## config.mk

```make
export PLATFORM = sky130hd
export DESIGN_NAME = modport_adder
export DESIGN_NICKNAME = d
export VERILOG_FILES = /design/src/rtl/modport_adder.sv
export SDC_FILE = /design/constraint.sdc
export NUM_CORES = 1
export LEC_CHECK = 0
export ABC_CLOCK_PERIOD_IN_PS = 1700
export CAP_MARGIN = 20
export CORE_ASPECT_RATIO = 1.25
export CORE_MARGIN = 3
export CORE_UTILIZATION = 47
export DETAILED_ROUTE_END_ITERATION = 7
export PLACE_DENSITY = 0.87
export SETUP_SLACK_MARGIN = 0.5
export SYNTH_ARGS = -nofsm -noshare
export SYNTH_HDL_FRONTEND = slang
export SYNTH_SLANG_ARGS = --single-unit
```

## constraint.sdc

```tcl
create_clock -name clk -period 1.7 [get_ports clk]
set_input_delay 0.34 -clock clk [delete_from_list [all_inputs] [get_ports clk]]
set_output_delay 0.34 -clock clk [all_outputs]
set_load 0.05 [all_outputs]
```

## src/rtl/modport_adder.sv

```systemverilog
// Pipelined WIDTH-bit adder with carry and signed-overflow flags, 1 or 2 register stages.
// Output data holds its last result through bubbles; only out_valid tracks in_valid.
module modport_adder #(
    parameter int WIDTH   = 32,
    parameter int LATENCY = 1
) (
    input  logic             clk,
    input  logic             rst_n,
    input  logic [WIDTH-1:0] in1,
    input  logic [WIDTH-1:0] in2,
    input  logic             in_valid,
    output logic [WIDTH-1:0] out,
    output logic             out_valid,
    output logic             carry,
    output logic             overflow
);

    // Reset release is retimed: nothing is accepted until one edge after rst_n rises.
    logic run;

    always_ff @(posedge clk or negedge rst_n) begin
        if (!rst_n) run <= 1'b0;
        else        run <= 1'b1;
    end

    logic accept;
    assign accept = in_valid & run;

    logic [WIDTH-1:0] a_s;
    logic [WIDTH-1:0] b_s;
    logic             v_s;

    generate
        if (LATENCY == 2) begin : g_lat2
            logic [WIDTH-1:0] a_q;
            logic [WIDTH-1:0] b_q;
            logic             v_q;

            always_ff @(posedge clk or negedge rst_n) begin
                if (!rst_n) begin
                    a_q <= '0;
                    b_q <= '0;
                    v_q <= 1'b0;
                end else begin
                    v_q <= accept;
                    if (accept) begin
                        a_q <= in1;
                        b_q <= in2;
                    end
                end
            end

            assign a_s = a_q;
            assign b_s = b_q;
            assign v_s = v_q;
        end else begin : g_lat1
            assign a_s = in1;
            assign b_s = in2;
            assign v_s = accept;
        end
    endgenerate

    logic [WIDTH:0] sum;
    logic           ovf;

    assign sum = {1'b0, a_s} + {1'b0, b_s};
    assign ovf = (a_s[WIDTH-1] == b_s[WIDTH-1]) && (sum[WIDTH-1] != a_s[WIDTH-1]);

    always_ff @(posedge clk or negedge rst_n) begin
        if (!rst_n) begin
            out       <= '0;
            out_valid <= 1'b0;
            carry     <= 1'b0;
            overflow  <= 1'b0;
        end else begin
            out_valid <= v_s;
            if (v_s) begin
                out      <= sum[WIDTH-1:0];
                carry    <= sum[WIDTH];
                overflow <= ovf;
            end
        end
    end

endmodule

```

==> flow_summary.yaml, run 1 <==
outcome:
  outcome: "aborted with a tool error"
  stop_stage: "clock tree synthesis (4_1_cts)"
  error: "[ERROR DPL-0033] detailed placement checks failed during check placement."
synth:
  synth-compound-area-share: 0.2968
  ys_seq_area_frac: 0.2872
  synth-edff-count: 0
  synthesis.area_um2: 3137
  ys_warn_count: 0
  synth.area.mux_share: 0.003590
  synth_cell_types: 55
  synth_nets: 485
  synth_simple_gate_area_frac: 0.1970
  async_flop_share: 1.000
  ys_seq_elements: 36
  synthFlopType: "dfrtp_1"
  avgSynthCellArea_um2: 8.147
  synthCells: 385
  synth_adder_area_share: 0.1340
  synthXorXnorAreaFrac: 0.04747
  synth_top_family_by_area: "compound AO/OA/AOI/OAI gates"
floorplan:
  start_util: 0.4958
  die_x_um: 79.07
  rows: 32
  ioPinCount: 102
  fp.dieH_um: 97.34
clocking:
  cts_hold_buf: 0
  cts_setup_buffers: 43
  cts_sinks: 36
  cts_buffers: 5
  cts-root-buf: "clkbuf_8"
  cts-resized-gates: 313
  cts_max_path_buffers: 2
  htreeDepth: 2
place:
  place_congestion: 0.9189
  portBuffers: 101
  dp_hpwl_mm: 8.651
  placed_cell_area_um2: 4991
==> kinds of logic after synthesis <==
logic type                 Yosys count
AOI/OAI and AO/OA                  138
and+or+nand+nor                    134
DFF                                 36
adders and majority gates           33
buffers and inverters               25
xor gates and xnor gates            17
other                                1
muxes                                1
==> synthesized netlist by cell type (7+ instances only) <==
master    instances  area (µm²)
inv_1             9       33.78
o21bai_1          8       60.06
nor2_1           22       82.58
dfrtp_1          36       900.9
o31ai_1           8       60.06
a211oi_1          9       67.56
o21ai_0          33       165.2
o21a_1            7       52.55
a21o_1           10       75.07
nand4_1           8       50.05
clkbuf_1         13       48.80
ha_1             32       400.4
xor2_1            8       70.07
xnor2_1           9       78.83
a21oi_1          31       155.2
nor3_1            8       40.04
nand2_1          66       247.7
==> per-stage QoR <==
step           cells  setup slack (ps)  utilization  setup TNS [ps]  hold WS (ps)
2_1_floorplan    385            -787.1            -           -8625         44.41
3_3_place_gp     654             -1327       0.7890          -29030         405.8
3_5_place_dp     654             -1346       0.7890          -31760         407.4
==> inputs of run 2 (changes only) <==
CORE_ASPECT_RATIO = not set   (was 1.25)
CORE_UTILIZATION = 35   (was 47)
PLACE_DENSITY = not set   (was 0.87)
PLACE_DENSITY_LB_ADDON = 0.15   (was not set)
SETUP_SLACK_MARGIN = not set   (was 0.5)
==> flow_summary.yaml, run 2 <==
place:
  dp_hpwl_mm: 8.328
  place_ws_ps: -1359
  portBuffers: 101
  place_congestion: 0.8618
timing:
  slew_headroom: 0.6586
  tns_ps: -11400
  fin_skew_ps: 9.219
  fmax_mhz: 416.8
  period_share: 1.411
  rsz0062_at_grt: "yes"
  hold_violations: 0
  fin_crit_ps: 2399
  layout_setup_ws_ps: -699.1
  setup_violations: 28
  final_max_slew_viol_count: 0
  tightestPinTransition_ps: 512.2
global_routing:
  gr-usage-all-layers: 0.2168
  antenna_found_initial: 0
  grt_overflow: 0
  grt_pass1_wl_mm: 17.97
  grt_start_max_net_pins: 37
  grt_pass1_vias: 3863
synth:
  synth-edff-count: 0
  yosysMostFrequentCell: "nand2_1"
  synth_commonest_cells: "66 x nand2_1, 36 x dfrtp_1, 33 x o21ai_0"
  yosysTopAreaCell: "dfrtp_1"
  ys_seq_area_frac: 0.2872
  synthFlopType: "dfrtp_1"
  ys_warn_count: 0
  avgSynthCellArea_um2: 8.147
  synth_nets: 485
  synth_area_leaders: "dfrtp_1 29%, ha_1 13%, nand2_1 7.9%"
  ys_seq_elements: 36
  post-synth-top-area-fraction: 0.2872
  synth_cell_types: 55
  async_flop_share: 1.000
  synthCells: 385
  synthesis.area_um2: 3137
hold_path:
  worstHoldPathType: "in2async"
outcome:
  outcome: "finished with violations"
  violations: "negative setup slack"
layout:
  area_delta_synth_final_pct: 95.33
  largest_reg_flops: 32
  top_register: "out"
  nNetsFinal: 711
  mostFrequentLayoutCells: "146 x buf_4, 63 x nand2_1, 36 x dfrtp_1"
  mostFrequentLayoutCell: "buf_4"
  final_layout_size_suffix_gt1_frac: 0.4624
  utilization: 0.7239
  antenna_cells: 0
clocking:
  cts_tree: "done"
  cts_hold_buf: 0
  cts_buffers: 5
  cts-root-buf: "clkbuf_8"
  clk_pin_slew_worst_paths_ps: 80
  cts_sinks: 36
  cts_max_path_buffers: 2
  htreeDepth: 2
  clk-insertion-delay-late_ps: 300
floorplan:
  start_util: 0.3706
  rows: 33
  die_x_um: 100.7
  fp.dieH_um: 100.7
  ioPinCount: 102
  dieArea_um2: 10130
  core_um2: 8464
setup_path:
  max_stage_delay_ps: 420
  critPathArrivalTime_ps: 2590
  reg2reg_slack_ps: 450
  crit_path_end_kind: "register"
  critPathMaxFanout: 2
  path_cells: "buf_6, ha_4, fa_2, a211oi_4, nor4_4, o211a_1, a311o_2, o311ai_4, a21boi_2, o41a_1"
  setup.worst_path.start: "in1[0]"
  slowest_stage: "fa_2"
  reg2reg_from: "run$_DFF_PN0_"
  criticalPathCategory: "in2reg"
  required_ps: 1890
  start_kind: "primary input"
pwr:
  p_total_mw: 4.908
  power.density_nw_per_um2: 801.0
  vdd_drop_max_mv: 0.4326
  leakagePower_nw: 2.771
route:
  vias_per_cell: 5.372
  dr.pass1.iters: 4
  wl_per_cell_um: 16.72
  wl_mm: 11.99
  drcViolationCount: 0
  drt_iter0_drc: 113
  dr_total_vias: 3852
  postRouteAntennaNets: 0
run:
  maxCapViolCount: 0
run 2: cell counts after synthesis:
No cell type changed its count.
run 2: logic make-up after synthesis:
family | count (synthesis) | share of synthesized area
DFF | 36 | 0.2872
other | 1 | 0.001196
adders and majority gates | 33 | 0.1340
AOI/OAI and AO/OA | 138 | 0.2968
xor gates and xnor gates | 17 | 0.04747
muxes | 1 | 0.003590
buffers and inverters | 25 | 0.03271
and+or+nand+nor | 134 | 0.1971
run 2: metal layers:
metal / vias to the layer above / global-route usage / wire length (µm)
met4: 0 / 0.04870 / 312
met5: - / 0 / 0
met3: 32 / 0.02907 / 579
met2: 130 / 0.3914 / 6156
li1: 1865 / - / -
met1: 1825 / 0.2725 / 4937
run 2: path summary, 6_finish.rpt:
| check | end | cells after the start |
|---|---|---|
| setup / recovery | carry$_DFFE_PN0P_ | 10 |
| hold / removal | out[8]$_DFFE_PN0P_ | 2 |
| setup reg to reg | out[10]$_DFFE_PN0P_ | 5 |
| hold reg to reg | out[7]$_DFFE_PN0P_ | 2 |
| max in group asynchronous | out[20]$_DFFE_PN0P_ | 2 |
| min in group clk | out[0]$_DFFE_PN0P_ | 4 |
run 2: stage by stage:
stage / instances / hold WS, ps / cell area (µm²)
finish: 717 / 85.39 / 6127
global route: 717 / 131.5 / 6127
global placement: 683 / 419.3 / 5079
CTS: 710 / 105.6 / 5822
detailed placement: 683 / 425.4 / 5079
floorplan: 385 / 44.41 / 3288
run 2: repair_timing:
| action | in CTS | in global routing |
|---|---|---|
| buffers inserted | 21 | 10 |
| endpoints found under the hold margin | 0 | 0 |
| endpoints found under the setup margin | 31 | 29 |
| pin swaps | 77 | 59 |
| gates resized for setup | 168 | 50 |
run 2: where the power goes:
group | internal, mW | switching, mW
registers | 1.02 | 0.103
clock network | 0.735 | 0.353
logic | 1.16 | 1.53
total | 2.92 | 1.99
run 2: critical path, delay by kind of cell:
family / cells / cell delay (ps)
AND/OR/NAND/NOR: 1 / 60
adder cells (fa/ha/maj): 2 / 580
AO/OA/AOI/OAI: 6 / 1510
buffers and inverters: 1 / 100
run 2: cell type report:
class                      count  area [µm²]
fill                         631        2337
clock buffer                   5       68.82
timing repair buffer         235        1991
multi-input combinational    324        2912
sequential                    36       900.9
inverter                       9       33.78
tap                          105       131.4
clock inverter                 3       90.09
No activity file was read; power rests on OpenSTA's default activity.
